File: src/rtl/dimm_pkg.sv
// Shared command/bank-state types and the CA command decoder for the DDR4 DIMM model.
package dimm_pkg;

    typedef enum logic [2:0] {
        CMD_ACT,
        CMD_REF,
        CMD_PRE,
        CMD_WR,
        CMD_RD,
        CMD_NOP
    } cmd_e;

    typedef enum logic [1:0] {
        BS_IDLE,
        BS_ACTIVATING,
        BS_ACTIVE,
        BS_REFRESHING
    } bank_state_e;

    // rcw is {A16, A15, A14} = {RAS_n, CAS_n, WE_n}
    function automatic cmd_e decode_cmd(input logic act_n, input logic [2:0] rcw);
        cmd_e cmd;
        cmd = CMD_NOP;
        if (!act_n) begin
            cmd = CMD_ACT;
        end else begin
            case (rcw)
                3'b001:  cmd = CMD_REF;
                3'b010:  cmd = CMD_PRE;
                3'b100:  cmd = CMD_WR;
                3'b101:  cmd = CMD_RD;
                default: cmd = CMD_NOP;
            endcase
        end
        return cmd;
    endfunction

endpackage

File: src/rtl/dimm_bank_fsm.sv
// Per-bank state machine: IDLE/ACTIVATING/ACTIVE/REFRESHING with the tRFC busy counter.
module dimm_bank_fsm
    import dimm_pkg::*;
#(
    parameter int unsigned TRFC = 20
) (
    input  logic        clk,
    input  logic        rst_n,
    input  cmd_e        cmd,
    input  logic        hit,
    input  logic        sync,
    output bank_state_e state,
    output logic        busy
);
    localparam int unsigned RW = (TRFC > 1) ? $clog2(TRFC) : 1;

    bank_state_e   state_nxt;
    logic [RW-1:0] rfc_cnt;
    logic [RW-1:0] rfc_cnt_nxt;

    always_ff @(posedge clk or negedge rst_n) begin
        if (!rst_n) begin
            state   <= BS_IDLE;
            rfc_cnt <= '0;
            busy    <= 1'b0;
        end else begin
            state   <= state_nxt;
            rfc_cnt <= rfc_cnt_nxt;
            busy    <= (state_nxt != BS_IDLE);
        end
    end

    // Commands that are illegal in the current state simply leave it unchanged.
    always_comb begin
        state_nxt   = state;
        rfc_cnt_nxt = rfc_cnt;
        case (state)
            BS_IDLE: begin
                if (hit && cmd == CMD_ACT) begin
                    state_nxt = BS_ACTIVATING;
                end else if (hit && cmd == CMD_REF) begin
                    state_nxt   = BS_REFRESHING;
                    rfc_cnt_nxt = RW'(TRFC - 1);
                end
            end
            BS_ACTIVATING: begin
                if (hit && cmd == CMD_PRE) begin
                    state_nxt = BS_IDLE;
                end else if (sync) begin
                    state_nxt = BS_ACTIVE;
                end
            end
            BS_ACTIVE: begin
                if (hit && cmd == CMD_PRE) begin
                    state_nxt = BS_IDLE;
                end
            end
            BS_REFRESHING: begin
                if (rfc_cnt == '0) begin
                    state_nxt = BS_IDLE;
                end else begin
                    rfc_cnt_nxt = rfc_cnt - RW'(1);
                end
            end
            default: state_nxt = BS_IDLE;
        endcase
    end

endmodule

File: config.mk
export PLATFORM = sky130hd
export DESIGN_NAME = dimm_bank_fsm
export DESIGN_NICKNAME = d
export VERILOG_FILES = /design/src/rtl/dimm_pkg.sv /design/src/rtl/dimm_bank_fsm.sv
export SDC_FILE = /design/constraint.sdc
export NUM_CORES = 1
export LEC_CHECK = 0
export ABC_CLOCK_PERIOD_IN_PS = 3700
export BUFFER_PORTS_ARGS = -buffer_cell sky130_fd_sc_hd__buf_2
export CAP_MARGIN = 5
export CORE_UTILIZATION = 25
export CTS_CLUSTER_DIAMETER = 40
export DETAILED_ROUTE_END_ITERATION = 8
export GPL_ROUTABILITY_DRIVEN = 1
export PLACE_DENSITY = 0.51
export SYNTH_ARGS = -nofsm -noshare
export SYNTH_HDL_FRONTEND = slang
export SYNTH_SLANG_ARGS = --single-unit
File: constraint.sdc
create_clock -name clk -period 3.7 [get_ports clk]
set_input_delay 0.185 -clock clk [delete_from_list [all_inputs] [get_ports clk]]
set_output_delay 0.185 -clock clk [all_outputs]
set_load 0.01 [all_outputs]
Yosys cells after proc, flatten, opt, wreduce, memory -nomap -nowiden
Cells that the tools add are included.
{"block": "word_totals", "reg_bits": 8, "input_bits": 7, "output_inout_bits": 3, "wordCells": 32}
{"block": "op_classes", "add_sub_neg": 1, "eq_ne": 8, "n_mux": 11, "n_reduce_logical": 9}
{"operator": "$mux 5", "n": 3}
{"operator": "$mux 2", "n": 6}
{"operator": "$pmux 5 s2", "n": 1}
{"operator": "$pmux 2 s4", "n": 1}
{"operator": "$ne 2x2->1 const B", "n": 3}
{"operator": "$logic_not 5->1", "n": 1}
{"operator": "$sub 5x1->5 const B", "n": 1}
{"operator": "$eq 2x2->1 const B", "n": 2}
{"operator": "$reduce_and 4->1", "n": 1}
{"operator": "$reduce_bool 2->1", "n": 2}
{"operator": "$eq 3x1->1 const B", "n": 1}
{"operator": "$eq 3x2->1 const B", "n": 1}
{"operator": "$logic_and 1x1->1", "n": 3}
{"operator": "$logic_not 3->1", "n": 1}
{"operator": "$eq 2x1->1 const B", "n": 1}
{"operator": "$logic_not 2->1", "n": 1}

Logic depth before layout (Yosys ltp)
Gate-level depths: netlist of the first run.
{"block": "depth", "depth_word": 6, "mapped_depth": 5}

Least setup slack after synthesis of the first run
OpenSTA, ideal clock, no wires.
{"block": "synth_timing", "kind": "register to register", "start": "register rfc_cnt[0]", "end": "register rfc_cnt[3]", "setup_ps": 125, "arrival_ps": 1489, "setup_slack_ps": 2086, "stages_incl_launch_ff": 6, "n_path_buf": 0, "path_cell_list": "dfrtp_1 -> inv_1 -> ha_1 -> or4b_4 -> nand3_1 -> mux2_2"}
{"block": "synth_via", "elab_chain_cells": 3}
{"item": "start: declaration", "line_no": "dimm_bank_fsm.sv:18", "source": "logic [RW-1:0] rfc_cnt;"}
{"item": "start signal: assignment", "line_no": "dimm_bank_fsm.sv:28", "source": "rfc_cnt <= rfc_cnt_nxt;"}
{"item": "$sub 5x1->5 / $logic_not 5->1 (equally long branches)", "line_no": "dimm_bank_fsm.sv:62, dimm_bank_fsm.sv:59"}
{"item": "$mux 5 / $ne 2x2->1 (equally long branches)"}
{"item": "$pmux 5 s2 / $reduce_and 4->1 (equally long branches)"}
Parallel ways exist; a longest one is shown, timed or not. The select of a mux whose other input is x is not followed.
A chain may end at the register's enable or synchronous reset.

Worst setup path after layout of the first run
Ends and elaborated chain as after synthesis.

==> run_results.csv, run 1 <==
group,metric,value,unit
power,ir_drop,0.2528,mV
die,initial_core_util,27.17,%
die,fp.dieW,45.55,µm
power,leakage,0.2754,nW
timing,timing.hold.ws,0.2666,ns
synth,ys_top_cells_by_count,"a21oi_1, dfrtp_1, inv_1, o21ai_0",
timing,fin_crit,1.719,ns
power,p_sw_share,38.38,%
placed_design,dp_cells,83,
clock_network,cts_inserted_buffers,3,
layout,fill_cells,183,
synth,synth_ff_type,"dfrtp_1",
global_routing,grt_pass1_vias,394,
timing,slew_headroom,72.07,%
flow_run,cap_violations,0,
global_routing,grt_pass1_wl,1718,µm
synth,synth_seq_cells,8,
drt,drt-total-wl,999,µm
drt,vias,427,
synth,synthesis.nets,57,
die,coreArea,0.001745,mm²
layout,layout.nets,72,
timing,final_hold_viol_count,0,
layout,instances_no_fill,87,
timing,post-route-period-util,46.45,%
timing,finalClockSkew,0.001726,ns
synth,syn_area_per_cell,9.678,µm²
timing,rsz0062_at_grt,"no",
die,die_h,45.55,µm
layout,drive_gt1_share,32.26,%
synth,ys_warn_count,0,
clock_network,cts_setup_buffers,0,
clock_network,cts_buffer_depth,2,
setup_path,crit_chain,"inv_1 > ha_1 > or4b_4 > nand3_1 > mux2_2",
drt,drt_iter0_drc,2,
timing,setup_viol,0,
placed_design,port_buffers,9,
synth,yosys-top-cells-area,"dfrtp_1, a21oi_1, inv_1",
clock_network,cts_max_level,1,
setup_path,critPathCaptureType,"register",
global_routing,grt_util_all_layers,12.33,%
global_routing,overflow,0,
power,combPwrFrac,37.1,%
placed_design,place_ws,1.993,ns
power,switchingPower,0.1385,mW
die,pin_count,10,
drt,drt_pass1_iterations,4,
timing,drv_slew,0,
drt,route.detailed.drc,0,
synth,ys_async_sr_fraction,100.0,%
power,p_clk_share,19.8,%
placed_design,detailed_place_hpwl,727.5,µm
synth,syn_inst,49,
die,rows,15,
layout,n_antenna_cell,0,
setup_path,crit_arrival,1.87,ns
synth,yosysTopAreaCellShare,42.22,%
clock_network,cts_tree,"done",
clock_network,clock-sinks,8,
setup_path,path_max_fanout,5,
min_path,hp-class,"in -> reg",
global_routing,antenna_found_initial,0,
die,dieArea,0.002075,mm²
timing,worst_slew_pin_slew,0.4181,ns
setup_path,crit_path_start_kind,"register",
layout,final_util,33.41,%
clock_network,cts-resized-gates,0,
clock_network,clk_latency,0.27,ns
synth,synthDistinctLibCells,25,
synth,synth_area,474.2,µm²
placed_design,place_congestion,0.7627,
power,p_per_area,618.8,mW/mm²
synth,synth_edf_count,0,
setup_path,critPathMaxStageDelay,0.51,ns
setup_path,worst_path_max_delay_cell,"or4b_4",
clock_network,clkSlewWorstSetupHoldPaths,0.06,ns
clock_network,hold_buffers,1,
setup_path,setup.worst_path.class,"reg -> reg",
setup_path,cp_data_required_time,3.85,ns
power,p_int,0.2223,mW
power,pwr-share-seq,43.2,%
global_routing,grt_max_degree,10,
timing,fin_ws,1.981,ns
drt,wl_per_cell,11.48,µm
timing,tns,0,ns
timing,max_freq,0.5819,GHz
synth,yosysSeqAreaShare,42.22,%
synth,synth_top_area_cell,"dfrtp_1",
drt,viasPerCell,4.908,
status,status,"finished, final reports clean",
drt,ant_nets,0,
layout,areaGrowthSynthToFinish,22.96,%
clock_network,clockRootBuffer,"clkbuf_4",
[power by group through the flow]
stage / clock network [mW] / logic, mW / registers (mW)
after CTS: 0.0739 / 0.135 / 0.156
final: 0.0713 / 0.134 / 0.156
after global placement: 0 / 0.132 / 0.158
after floorplan: 0 / 0.0893 / 0.156
after detailed placement: 0 / 0.133 / 0.157
after global routing: 0.0770 / 0.150 / 0.160
[final cells by class]
class	count	area, µm²	share of cell area (%)
tap	25	31.28	5.365
inverter	5	18.77	3.219
multi-input combinational	36	255.2	43.78
timing repair buffer	10	55.05	9.442
sequential	8	200.2	34.33
clock buffer	3	22.52	3.863
[state kept, by name, indices dropped and copies added (netlist names)]
signal and flops:
busy 1, state 2, rfc_cnt 5
[per-layer routing]
layer,part of all wire (%),global-route usage (%)
met3,6.3,5.952
met5,0,0
met2,48,18.00
met1,44,15.27
met4,1.2,5.455
[final timing paths]
check                      slack [ns]  cells past startpoint       start    endpoint
max                              1.98                      5  rfc_cnt[0]  rfc_cnt[3]
min                              0.27                      3      cmd[1]        busy
max reg2reg                      1.98                      5  rfc_cnt[0]  rfc_cnt[3]
min reg2reg                      0.51                      1  rfc_cnt[0]  rfc_cnt[0]
max in group asynchronous        3.24                      2       rst_n  rfc_cnt[0]
min in group asynchronous        0.29                      2       rst_n  rfc_cnt[3]
[cell families after synthesis]
| group | synth area share, % |
|---|---|
| muxes | 2.375 |
| buffers and inverters | 3.958 |
| and+or+nand+nor | 21.11 |
| adders and majority gates | 2.638 |
| DFF | 42.22 |
| AOI/OAI and AO/OA | 27.71 |
[through the flow]
stage	area [µm²]	power, mW
global route	583.1	0.3873
detailed placement	550.5	0.2896
finish	583.1	0.3608
global placement	550.5	0.2899
floorplan	474.2	0.2456
CTS	583.1	0.3641
[placed cells by master, fill, tap and decap left out, types with 2 or more instances in the layout]
cell / n
inv_1: 5
nand2b_1: 2
nand3_1: 2
a221oi_1: 2
dfrtp_1: 8
o21ai_0: 3
a21oi_1: 8
buf_2: 9
a21o_2: 2
clkbuf_4: 3
[critical path, delay by kind of cell, from the launching register on]
kind	cells	cell delay, ns
buffers and inverters	1	0.07
flip-flops	1	0.40
AND/OR/NAND/NOR	2	0.63
adder cells (fa/ha/maj)	1	0.18
multiplexers	1	0.33
Note: power is estimated with default switching activity, not from simulation.
==> run 2: changes to the inputs <==
Settings changed: ABC_AREA set to 1, ABC_CLOCK_PERIOD_IN_PS 3700 to 1400, PLACE_DENSITY 0.51 to 0.52.
Clock period 3.7 ns to 1.4 ns, I/O delays scaled along.
==> run 2 against run 1 <==
Compared with the run above: global-route usage fell by 0.77 points; non-clock buffer count did not move; flip-flop and latch count did not move; area after synthesis rose by 9.8%; first-iteration DRC count rose to 5.0 times the previous value; largest cell class unchanged; maximum frequency rose by 34%; via count rose by 0.23%; utilization fell by 1.1 points; design area rose by 8.8%; sequential power rose to 2.5 times the previous value.
==> run_results.csv, run 2 <==
group,metric,value,unit
clock_network,clk_latency,0.27,ns
synth,ys_warn_count,0,
setup_path,critPathCaptureType,"register",
synth,synth_edf_count,0,
setup_path,cp_data_required_time,1.54,ns
placed_design,placed_cell_area,599.3,µm²
die,fp.dieW,47.63,µm
layout,areaGrowthSynthToFinish,21.87,%
layout,drive_gt1_share,34.57,%
global_routing,overflow,0,
setup_path,ff2ff_path_depth,7,
layout,largest_reg_flops,5,
drt,drt-total-wl,966,µm
setup_path,crit_chain,"inv_1 > ha_2 > nand3_2 > nand2_4 > inv_2 > nor2_4 > nand3_1",
synth,synthDistinctLibCells,15,
layout,regMostFlops,"rfc_cnt",
synth,syn_inst,68,
power,switchingPower,0.4577,mW
setup_path,r2r_slack,0.12,ns
synth,ys_async_sr_fraction,100.0,%
power,pwr-share-seq,36.6,%
timing,finalClockSkew,0.01022,ns
timing,max_freq,0.7794,GHz
timing,drv_slew,0,
layout,final_cell_area,634.4,µm²
layout,n_antenna_cell,0,
die,die_h,47.63,µm
timing,slew_headroom,86.82,%
timing,setup_viol,0,
placed_design,port_buffers,9,
layout,layout.nets,91,
power,p_per_area,1688,mW/mm²
drt,drt_pass1_iterations,4,
global_routing,grt_util_all_layers,11.57,%
timing,rsz0062_at_grt,"no",
setup_path,reg2reg_to,"busy",
power,combPwrFrac,45.8,%
drt,wl_per_cell,8.944,µm
min_path,hp-class,"in -> reg",
placed_design,place_ws,0.09367,ns
clock_network,cts_tree,"done",
synth,synth_ff_type,"dfrtp_1",
timing,final_hold_viol_count,0,
synth,syn_area_per_cell,7.654,µm²
global_routing,grt_pass1_vias,402,
power,p_clk_share,17.5,%
layout,layout_common_cells,"nand2_1, inv_1, buf_2",
drt,drt_iter0_drc,10,
status,status,"finished, final reports clean",
drt,vias,428,
die,initial_core_util,26.53,%
timing,fin_ws,0.1170,ns
setup_path,critPathMaxStageDelay,0.39,ns
global_routing,grt_pass1_wl,1690,µm
global_routing,grt_max_degree,9,
timing,worst_slew_pin_slew,0.1977,ns
placed_design,place_congestion,0.8199,
power,leakage,0.3370,nW
die,rows,16,
setup_path,timing.rr.start,"rfc_cnt[0]",
synth,synth_most_common_cell,"nand2_1",
timing,post-route-period-util,91.64,%
global_routing,antenna_found_initial,0,
synth,yosysTopAreaCellShare,38.46,%
setup_path,crit_path_start_kind,"register",
setup_path,path_max_fanout,6,
power,ir_drop,0.4654,mV
setup_path,cp-startpoint,"rfc_cnt[0]",
synth,ys_top_cells_by_count,"nand2_1, inv_1, dfrtp_1, nand3_1, nor2_1",
synth,synth_area,520.5,µm²
clock_network,clock-sinks,8,
setup_path,setup.worst_path.class,"reg -> reg",
setup_path,critPathCapture,"busy",
power,p_int,0.6133,mW
die,pin_count,10,
clock_network,cts_max_level,1,
clock_network,cts_buffer_depth,2,
clock_network,cts_inserted_buffers,3,
flow_run,cap_violations,0,
placed_design,detailed_place_hpwl,749.7,µm
layout,layout_commonest_cell,"nand2_1",
placed_design,dp_cells,104,
timing,tns,0,ns
synth,synth_top_area_cell,"dfrtp_1",
setup_path,crit_arrival,1.42,ns
drt,viasPerCell,3.963,
layout,reg_top3,"rfc_cnt x5, state x2, busy x1",
synth,yosysSeqAreaShare,38.46,%
drt,ant_nets,0,
clock_network,clockRootBuffer,"clkbuf_4",
layout,final_util,32.33,%
synth,yosys-top-cells-area,"dfrtp_1, nand2_1, inv_1",
timing,fin_crit,1.283,ns
setup_path,worst_path_max_delay_cell,"dfrtp_1",
clock_network,clkSlewWorstSetupHoldPaths,0.06,ns
synth,synthesis.nets,76,
layout,instances_no_fill,108,
die,coreArea,0.001962,mm²
power,p_sw_share,42.74,%
synth,synth_seq_cells,8,
die,dieArea,0.002269,mm²
drt,route.detailed.drc,0,
==> run 2: cell count changes after synthesis, sizes merged, moves of 2 or more <==
cell    before  now
inv          5   13
nand2        1   19
o21ai        3    1
a221oi       2    0
nand2b       2    0
nand3        2    8
nor2         1   15
a21o         2    0
a21oi        8    0
==> run 2: stage by stage <==
step	total power, mW	hold WS (ns)
after floorplan	0.7660	-0.2256
final	1.071	0.1243
after detailed placement	0.8884	-0.06869
after global placement	0.8848	-0.07472
after global routing	1.193	0.1305
after CTS	1.086	0.1288
==> run 2: repair_timing <==
action / CTS / global route
resized for setup: 0 / 1
setup buffers: 0 / 0
setup endpoints to repair: 0 / 1
hold buffers: 1 / 0
hold endpoints to repair: 8 / 0
==> run 2: power groups by stage <==
stage	registers (mW)	clock network [mW]	logic (mW)
3_5_place_dp	0.398	0	0.491
5_1_grt	0.410	0.210	0.573
4_1_cts	0.394	0.196	0.496
6_report	0.393	0.188	0.491
3_3_place_gp	0.398	0	0.487
2_1_floorplan	0.403	0	0.363
==> run 2: worst min-delay path by stage <==
stage,startpoint,to,slack [ns],cells past startpoint
after CTS,cmd[2],rfc_cnt[4],0.13,4
after floorplan,rst_n,busy,-0.23,0
after global placement,rst_n,rfc_cnt[1],-0.07,1
after detailed placement,rst_n,rfc_cnt[1],-0.07,1
after global routing,cmd[2],rfc_cnt[4],0.13,4
final,cmd[2],rfc_cnt[4],0.12,4
==> run 2: layer usage <==
| metal | track usage [%] | vias up | share of wire, % |
|---|---|---|---|
| met5 | 0 | - | 0 |
| met4 | 6.667 | 0 | 2.9 |
| met3 | 5.660 | 5 | 3.8 |
| met2 | 17.53 | 7 | 48 |
| met1 | 13.24 | 184 | 45 |
| li1 | - | 232 | - |
==> run 2: cells by family (layout without fill, tap and decap cells) <==
family	after synthesis	in the layout	synth area share [%]
AOI/OAI and AO/OA	1	1	0.9606
adders and majority gates	1	1	2.403
xor gates and xnor gates	1	1	1.683
DFF	8	8	38.46
and+or+nand+nor	44	44	47.12
buffers and inverters	13	26	9.376
==> run 2: critical path: cells and delay by family, from the launching register on <==
| kind | cells | cell delay (ns) |
|---|---|---|
| flip-flops | 1 | 0.39 |
| AND/OR/NAND/NOR | 4 | 0.38 |
| adder cells (fa/ha/maj) | 1 | 0.22 |
| buffers and inverters | 2 | 0.17 |
==> run 2: layout make-up <==
type	instances	area [µm²]
inverters	13	48.80
flip-flops and latches	8	200.2
fillers	237	1328
well taps	27	33.78
clock buffers	3	22.52
repair buffers	10	55.05
multi-input cells	47	274.0
